--- src/rtl/pipeline_ctrl.sv ---
// pipeline_ctrl -- central sequencer for the 16-bit 5-stage core.
//
// Drives the enable/flush controls of the pc, if/id, id/ex, ex/mem and mem/wb
// registers. Handles load-use stalls, taken-branch squash, the data-memory wait
// handshake with timeout, and the halt drain. Outputs are combinational from the
// registered state and the current inputs, so they act in the same cycle.
//
// Optional feature: define PIPELINE_CTRL_PERF_CNT_EN to build the stall/flush
// performance counters. Without it both count ports read 16'h0000 and no
// counter flops exist.
//
// Ports
//   clk_i                 clock, rising edge
//   rst_ni                asynchronous reset, active low
//   main_mem_read_ex_i    instruction in EX is a load
//   regwrite_adr_ex_i     destination register of the EX instruction
//   rs_adr_id_i/rt_adr_id_i  source registers of the ID instruction
//   uses_rs_id_i/uses_rt_id_i  ID instruction reads rs / rt
//   branch_taken_ex_i     branch in EX resolved taken
//   is_halt_ex_i          HLT in EX
//   mem_req_mem_i         load/store in MEM needs data memory
//   mem_ack_i             data memory completes the access this cycle
//   restart_i             one-cycle pulse, leaves HALTED
//   en_*_o                stage register enables
//   flush_ifid_o/flush_idex_o  synchronous bubble insert
//   halted_o              core frozen
//   mem_err_o             sticky memory-timeout flag, cleared by restart
//   stall_count_o         load-use plus mem-wait stall cycles (saturating)
//   flush_count_o         taken-branch squash events (saturating)
module pipeline_ctrl #(
    parameter int DRAIN_CYCLES = 2,
    parameter int MEM_TIMEOUT  = 15
) (
    input  logic        clk_i,
    input  logic        rst_ni,
    input  logic        main_mem_read_ex_i,
    input  logic [2:0]  regwrite_adr_ex_i,
    input  logic [2:0]  rs_adr_id_i,
    input  logic [2:0]  rt_adr_id_i,
    input  logic        uses_rs_id_i,
    input  logic        uses_rt_id_i,
    input  logic        branch_taken_ex_i,
    input  logic        is_halt_ex_i,
    input  logic        mem_req_mem_i,
    input  logic        mem_ack_i,
    input  logic        restart_i,
    output logic        en_pc_o,
    output logic        en_ifid_o,
    output logic        en_idex_o,
    output logic        en_exmem_o,
    output logic        en_memwb_o,
    output logic        flush_ifid_o,
    output logic        flush_idex_o,
    output logic        halted_o,
    output logic        mem_err_o,
    output logic [15:0] stall_count_o,
    output logic [15:0] flush_count_o
);

    typedef enum logic [1:0] {RUN, MEMWAIT, DRAIN, HALTED} state_e;

    localparam logic [7:0] DRAIN_LAST = 8'(DRAIN_CYCLES - 1);
    localparam logic [7:0] TIMEOUT    = 8'(MEM_TIMEOUT);

    state_e     state_q, state_d;
    logic [7:0] wait_q, wait_d;
    logic [7:0] cnt_q, cnt_d;
    logic       err_q, err_d;

    logic [4:0] en;     // {pc, ifid, idex, exmem, memwb}
    logic [1:0] fl;     // {ifid, idex}
    logic       halted;
    logic       stall_inc, flush_inc;
    logic       run_eval;
    logic       mem_stall, load_use;

    assign mem_stall = mem_req_mem_i & ~mem_ack_i;
    assign load_use  = main_mem_read_ex_i &
                       ((uses_rs_id_i & (rs_adr_id_i == regwrite_adr_ex_i)) |
                        (uses_rt_id_i & (rt_adr_id_i == regwrite_adr_ex_i)));

    always_comb begin
        state_d   = state_q;
        wait_d    = wait_q;
        cnt_d     = cnt_q;
        err_d     = err_q;
        en        = 5'b00000;
        fl        = 2'b00;
        halted    = 1'b0;
        stall_inc = 1'b0;
        flush_inc = 1'b0;
        run_eval  = 1'b0;

        case (state_q)
            RUN: begin
                if (mem_stall) begin
                    state_d = MEMWAIT;
                    wait_d  = 8'd1;
                end else begin
                    run_eval = 1'b1;
                end
            end
            MEMWAIT: begin
                stall_inc = 1'b1;
                if (mem_ack_i) begin
                    run_eval = 1'b1;
                end else if (wait_q == TIMEOUT) begin
                    err_d   = 1'b1;
                    state_d = HALTED;
                end else begin
                    wait_d = wait_q + 8'd1;
                end
            end
            DRAIN: begin
                // A memory access still retiring in MEM freezes the drain;
                // the drain count holds and the wait counter runs instead.
                if (mem_stall) begin
                    stall_inc = 1'b1;
                    if (wait_q == TIMEOUT) begin
                        err_d   = 1'b1;
                        state_d = HALTED;
                    end else begin
                        wait_d = wait_q + 8'd1;
                    end
                end else begin
                    en     = 5'b00011;
                    wait_d = 8'd0;
                    if (cnt_q == DRAIN_LAST) state_d = HALTED;
                    else                     cnt_d   = cnt_q + 8'd1;
                end
            end
            HALTED: begin
                halted = 1'b1;
                if (restart_i) begin
                    state_d = RUN;
                    err_d   = 1'b0;
                end
            end
            default: state_d = RUN;
        endcase

        // Normal-flow rules, shared by RUN and the ack cycle of MEMWAIT.
        if (run_eval) begin
            state_d = RUN;
            if (is_halt_ex_i) begin
                en      = 5'b00011;
                fl      = 2'b11;
                state_d = DRAIN;
                cnt_d   = 8'd0;
                wait_d  = 8'd0;
            end else if (branch_taken_ex_i) begin
                en        = 5'b11111;
                fl        = 2'b11;
                flush_inc = 1'b1;
            end else if (load_use) begin
                en        = 5'b00111;
                fl        = 2'b01;
                stall_inc = 1'b1;
            end else begin
                en = 5'b11111;
            end
        end
    end

    always_ff @(posedge clk_i or negedge rst_ni) begin
        if (!rst_ni) begin
            state_q <= RUN;
            wait_q  <= 8'd0;
            cnt_q   <= 8'd0;
            err_q   <= 1'b0;
        end else begin
            state_q <= state_d;
            wait_q  <= wait_d;
            cnt_q   <= cnt_d;
            err_q   <= err_d;
        end
    end

    // Reset forces the combinational controls low immediately.
    assign en_pc_o      = rst_ni & en[4];
    assign en_ifid_o    = rst_ni & en[3];
    assign en_idex_o    = rst_ni & en[2];
    assign en_exmem_o   = rst_ni & en[1];
    assign en_memwb_o   = rst_ni & en[0];
    assign flush_ifid_o = rst_ni & fl[1];
    assign flush_idex_o = rst_ni & fl[0];
    assign halted_o     = rst_ni & halted;
    assign mem_err_o    = err_q;

`ifdef PIPELINE_CTRL_PERF_CNT_EN
    logic [15:0] stall_q, stall_d;
    logic [15:0] flush_q, flush_d;

    always_comb begin
        stall_d = stall_q;
        flush_d = flush_q;
        if (stall_inc && stall_q != 16'hFFFF) stall_d = stall_q + 16'd1;
        if (flush_inc && flush_q != 16'hFFFF) flush_d = flush_q + 16'd1;
    end

    always_ff @(posedge clk_i or negedge rst_ni) begin
        if (!rst_ni) begin
            stall_q <= 16'd0;
            flush_q <= 16'd0;
        end else begin
            stall_q <= stall_d;
            flush_q <= flush_d;
        end
    end

    assign stall_count_o = stall_q;
    assign flush_count_o = flush_q;
`else
    logic unused_perf;
    assign unused_perf   = stall_inc ^ flush_inc;
    assign stall_count_o = 16'h0000;
    assign flush_count_o = 16'h0000;
`endif

endmodule

--- config.mk ---
export PLATFORM = sky130hd
export DESIGN_NAME = pipeline_ctrl
export DESIGN_NICKNAME = d
export VERILOG_FILES = /design/src/rtl/pipeline_ctrl.sv
export SDC_FILE = /design/constraint.sdc
export NUM_CORES = 1
export LEC_CHECK = 0
export CORE_UTILIZATION = 40
export CTS_CLUSTER_SIZE = 10
export DETAILED_ROUTE_END_ITERATION = 12
export GPL_ROUTABILITY_DRIVEN = 1
export PLACE_DENSITY = 0.76
export SYNTH_ARGS = -nofsm -noshare
export SYNTH_HDL_FRONTEND = slang
export SYNTH_SLANG_ARGS = --single-unit
--- constraint.sdc ---
create_clock -name clk_i -period 1.7 [get_ports clk_i]
set_input_delay 0.34 -clock clk_i [delete_from_list [all_inputs] [get_ports clk_i]]
set_output_delay 0.34 -clock clk_i [all_outputs]
set_load 0.005 [all_outputs]
==> flow_metrics.py <==
metrics = {
    "timing": {
        "min_period_ns": 1.89,
        "grt_setup_unrepaired": "true",
        "setup_viol": 10,
        "fin_ws_ns": -0.187,
        "hold_viol_final": 0,
        "max_freq_ghz": 0.530,
        "clock-skew-final_ns": 0.00453,
        "min_period_over_period_pct": 111,
        "slew_viol_final": 0,
    },
    "synthesis": {
        "synth_async_sr_flop_share_pct": 100,
        "ys_seq_area_share_pct": 29.7,
        "avgSynthCellArea_sq_um": 8.14,
        "synth_edf_count": 0,
        "yosys_warnings": 0,
        "synth_ff_type": "dfrtp_1",
        "synthCells": 197,
        "synth_cell_types": 44,
        "syn_area_sq_mm": 0.00160,
        "ys_ff_latch": 19,
    },
    "power_and_ir_drop": {
        "pwr-share-seq_pct": 25.6,
        "cellLeakagePower_uw": 0.00104,
        "netSwitchingPower_uw": 972,
        "p_sw_share_pct": 40.0,
        "power_frac_comb_pct": 60.6,
        "power_density_mw_per_mm2": 1110,
        "pwr-share-clk_pct": 13.8,
        "vdd_drop_max_mv": 0.571,
        "power.internal_uw": 1460,
    },
    "cells_and_area": {
        "fillers": 322,
        "fin_util_pct": 58.7,
        "final_common_cell": "buf_4",
        "fin_nets": 284,
        "most-common-layout-cells": "buf_4, conb_1, dfrtp_1, nor2_1",
        "area.growth.synth_to_final_pct": 37.2,
        "drive_gt1_share_pct": 26.4,
        "diodes": 0,
        "layoutNonFillerInstCount": 309,
    },
    "worst_setup_path": {
        "critPathMaxFanout": 3,
        "cp_data_arrival_time_ns": 1.55,
        "cpPeakStageDelay_ns": 0.42,
        "timing.rr.start": "state_q[0]",
        "critPathKind": "flip-flop to output port",
        "crit_family": "compound AO/OA/AOI/OAI gates",
        "path_cells": "o21bai_2, nand3_2, buf_6, a311oi_2, buf_2",
        "start_kind": "flip-flop",
        "critPathSlowestCell": "dfrtp_1",
        "critical_path.n_buffers_inverters": 2,
        "rrSetupSlack_ns": -0.11,
        "cp_num_cells": 5,
        "crit_required_ns": 1.36,
        "end_kind": "output port",
        "r2r-end": "wait_q[7]",
        "r2r_cells": 6,
    },
    "floorplan": {
        "coreArea_sq_mm": 0.00374,
        "initial_core_util_pct": 42.8,
        "die_y_um": 65.3,
        "die_area_sq_mm": 0.00426,
        "ioPinCount": 60,
        "die_w_um": 65.3,
        "rows": 22,
    },
    "hold_path": {
        "hold_class": "input port to async pin",
    },
    "routing": {
        "vias": 1571,
        "drc": 0,
        "initialDrtViolationCount": 66,
        "drtPass1Iterations": 4,
        "wl_per_cell_um": 13.0,
        "drt-vias-per-instance": 5.08,
        "antenna_left": 0,
        "drt-total-wl_um": 4010,
    },
    "clock_tree": {
        "clockBufferDepth": 2,
        "cts_tree": "yes",
        "clock_sinks": 19,
        "ctsHoldBuffers": 0,
        "cts.htree.levels": 1,
        "cts-root-buf": "clkbuf_8",
        "cts_made_buffers": 3,
        "path_clk_slew_ns": 0.08,
        "clkLatencyLatePin_ns": 0.26,
    },
    "placed_design": {
        "gp_congestion": 0.804,
        "portBuffers": 27,
        "dpl.cell_count": 295,
        "dp_hpwl_um": 2990,
    },
    "outcome": {
        "violations": "setup timing",
        "status": "complete, but fails checks",
    },
    "global_route": {
        "overflow": 0,
        "grt_pass1_vias": 1468,
        "grt_max_degree": 14,
        "grtUsageTotal_pct": 19.7,
        "grt_pass1_wl_um": 6560,
        "antenna_found_initial": 0,
    },
    "flow_run": {
        "drv_cap": 0,
    },
}
-- cell usage after synthesis, types with 2 or more instances --
master,count,area [sq um]
a211oi_1,4,30.0
a21oi_1,8,40.0
a311oi_1,3,26.3
a31oi_1,4,25.0
and2_1,3,18.8
and3_1,5,31.3
buf_4,34,255
clkbuf_1,7,26.3
dfrtp_1,19,475
ha_1,3,37.5
inv_1,5,18.8
nand2_1,15,56.3
nand2b_1,2,12.5
nand3_1,7,35.0
nand4_1,8,50.1
nor2_1,16,60.1
nor2b_1,2,12.5
nor3_1,6,30.0
nor3b_1,2,15.0
o21ai_0,9,45.0
or3_1,2,12.5
xnor2_1,8,70.1
xor2_1,4,35.0
-- stage by stage --
stage	total power, uW	cell area [sq um]	setup slack [ns]	hold WS [ns]	setup TNS (ns)
floorplan	1350	1720	0.0382	0.0444	0
global placement	1840	2020	-0.643	0.509	-9.28
detailed placement	1890	2020	-0.692	0.519	-9.74
CTS	2330	2130	-0.144	0.196	-0.479
global route	2610	2200	-0.224	0.211	-1.66
finish	2430	2200	-0.187	0.206	-1.04
-- power by group through the flow --
| stage | combinational [uW] | sequential [uW] | clock [uW] |
|---|---|---|---|
| final | 1470 | 623 | 336 |
| after global routing | 1610 | 634 | 366 |
| after CTS | 1370 | 620 | 341 |
| after detailed placement | 1260 | 628 | 0 |
| after global placement | 1230 | 619 | 0 |
| after floorplan | 719 | 628 | 0 |
-- final cells by class --
cell class | count | area, sq um | share of cell area (%)
clock inverters | 1 | 7.51 | 0.341
clock buffers | 3 | 41.3 | 1.88
inverters | 5 | 18.8 | 0.854
multi-input cells | 163 | 1020 | 46.5
well taps | 48 | 60.1 | 2.73
repair buffers | 70 | 573 | 26.1
flip-flops and latches | 19 | 475 | 21.6
-- routing by layer --
layer | track usage [%] | wire, um | vias up
met5 | 0 | 0 | -
met4 | 7.61 | 38 | 0
met3 | 2.43 | 136 | 4
met2 | 34.3 | 2090 | 53
met1 | 24.5 | 1740 | 752
li1 | - | - | 762
-- how the worst max path moves through the flow --
stage,endpoint,start,slack (ns)
2_1_floorplan,en_pc_o,state_q[0],0.04
3_3_place_gp,en_pc_o,mem_req_mem_i,-0.64
3_5_place_dp,en_ifid_o,mem_req_mem_i,-0.69
4_1_cts,en_ifid_o,state_q[0],-0.14
5_1_grt,en_ifid_o,state_q[0],-0.22
6_report,en_ifid_o,state_q[0],-0.19
-- worst reg2reg max path: stages (launching register included) --
cell     delay (ns)
dfrtp_1        0.40
buf_4          0.14
buf_6          0.11
or3b_4         0.41
a22oi_4        0.19
or3b_1         0.36
a31oi_1        0.13
-- state kept, by name, indices dropped and copies added (netlist names) --
name and cells:
wait_q 8, mem_err_o 1, state_q 2, cnt_q 8
-- kinds of logic (layout without fill, tap and decap cells) --
group	after synthesis	after routing	synth area share, %
compound gates	38	38	16.2
xor+xnor	12	12	6.56
fa+ha+maj	3	3	2.34
buf+inv	46	79	18.7
flops	19	19	29.7
other cells	1	32	0.234
simple gates	78	78	26.3
-- what timing repair did --
item | in CTS | in global routing
setup endpoints to repair | 18 | 19
endpoints found under the hold margin | 0 | 0
setup buffers | 9 | 1
resized for setup | 49 | 12
pin swaps | 18 | 5
(Power assumes the default switching activity.)
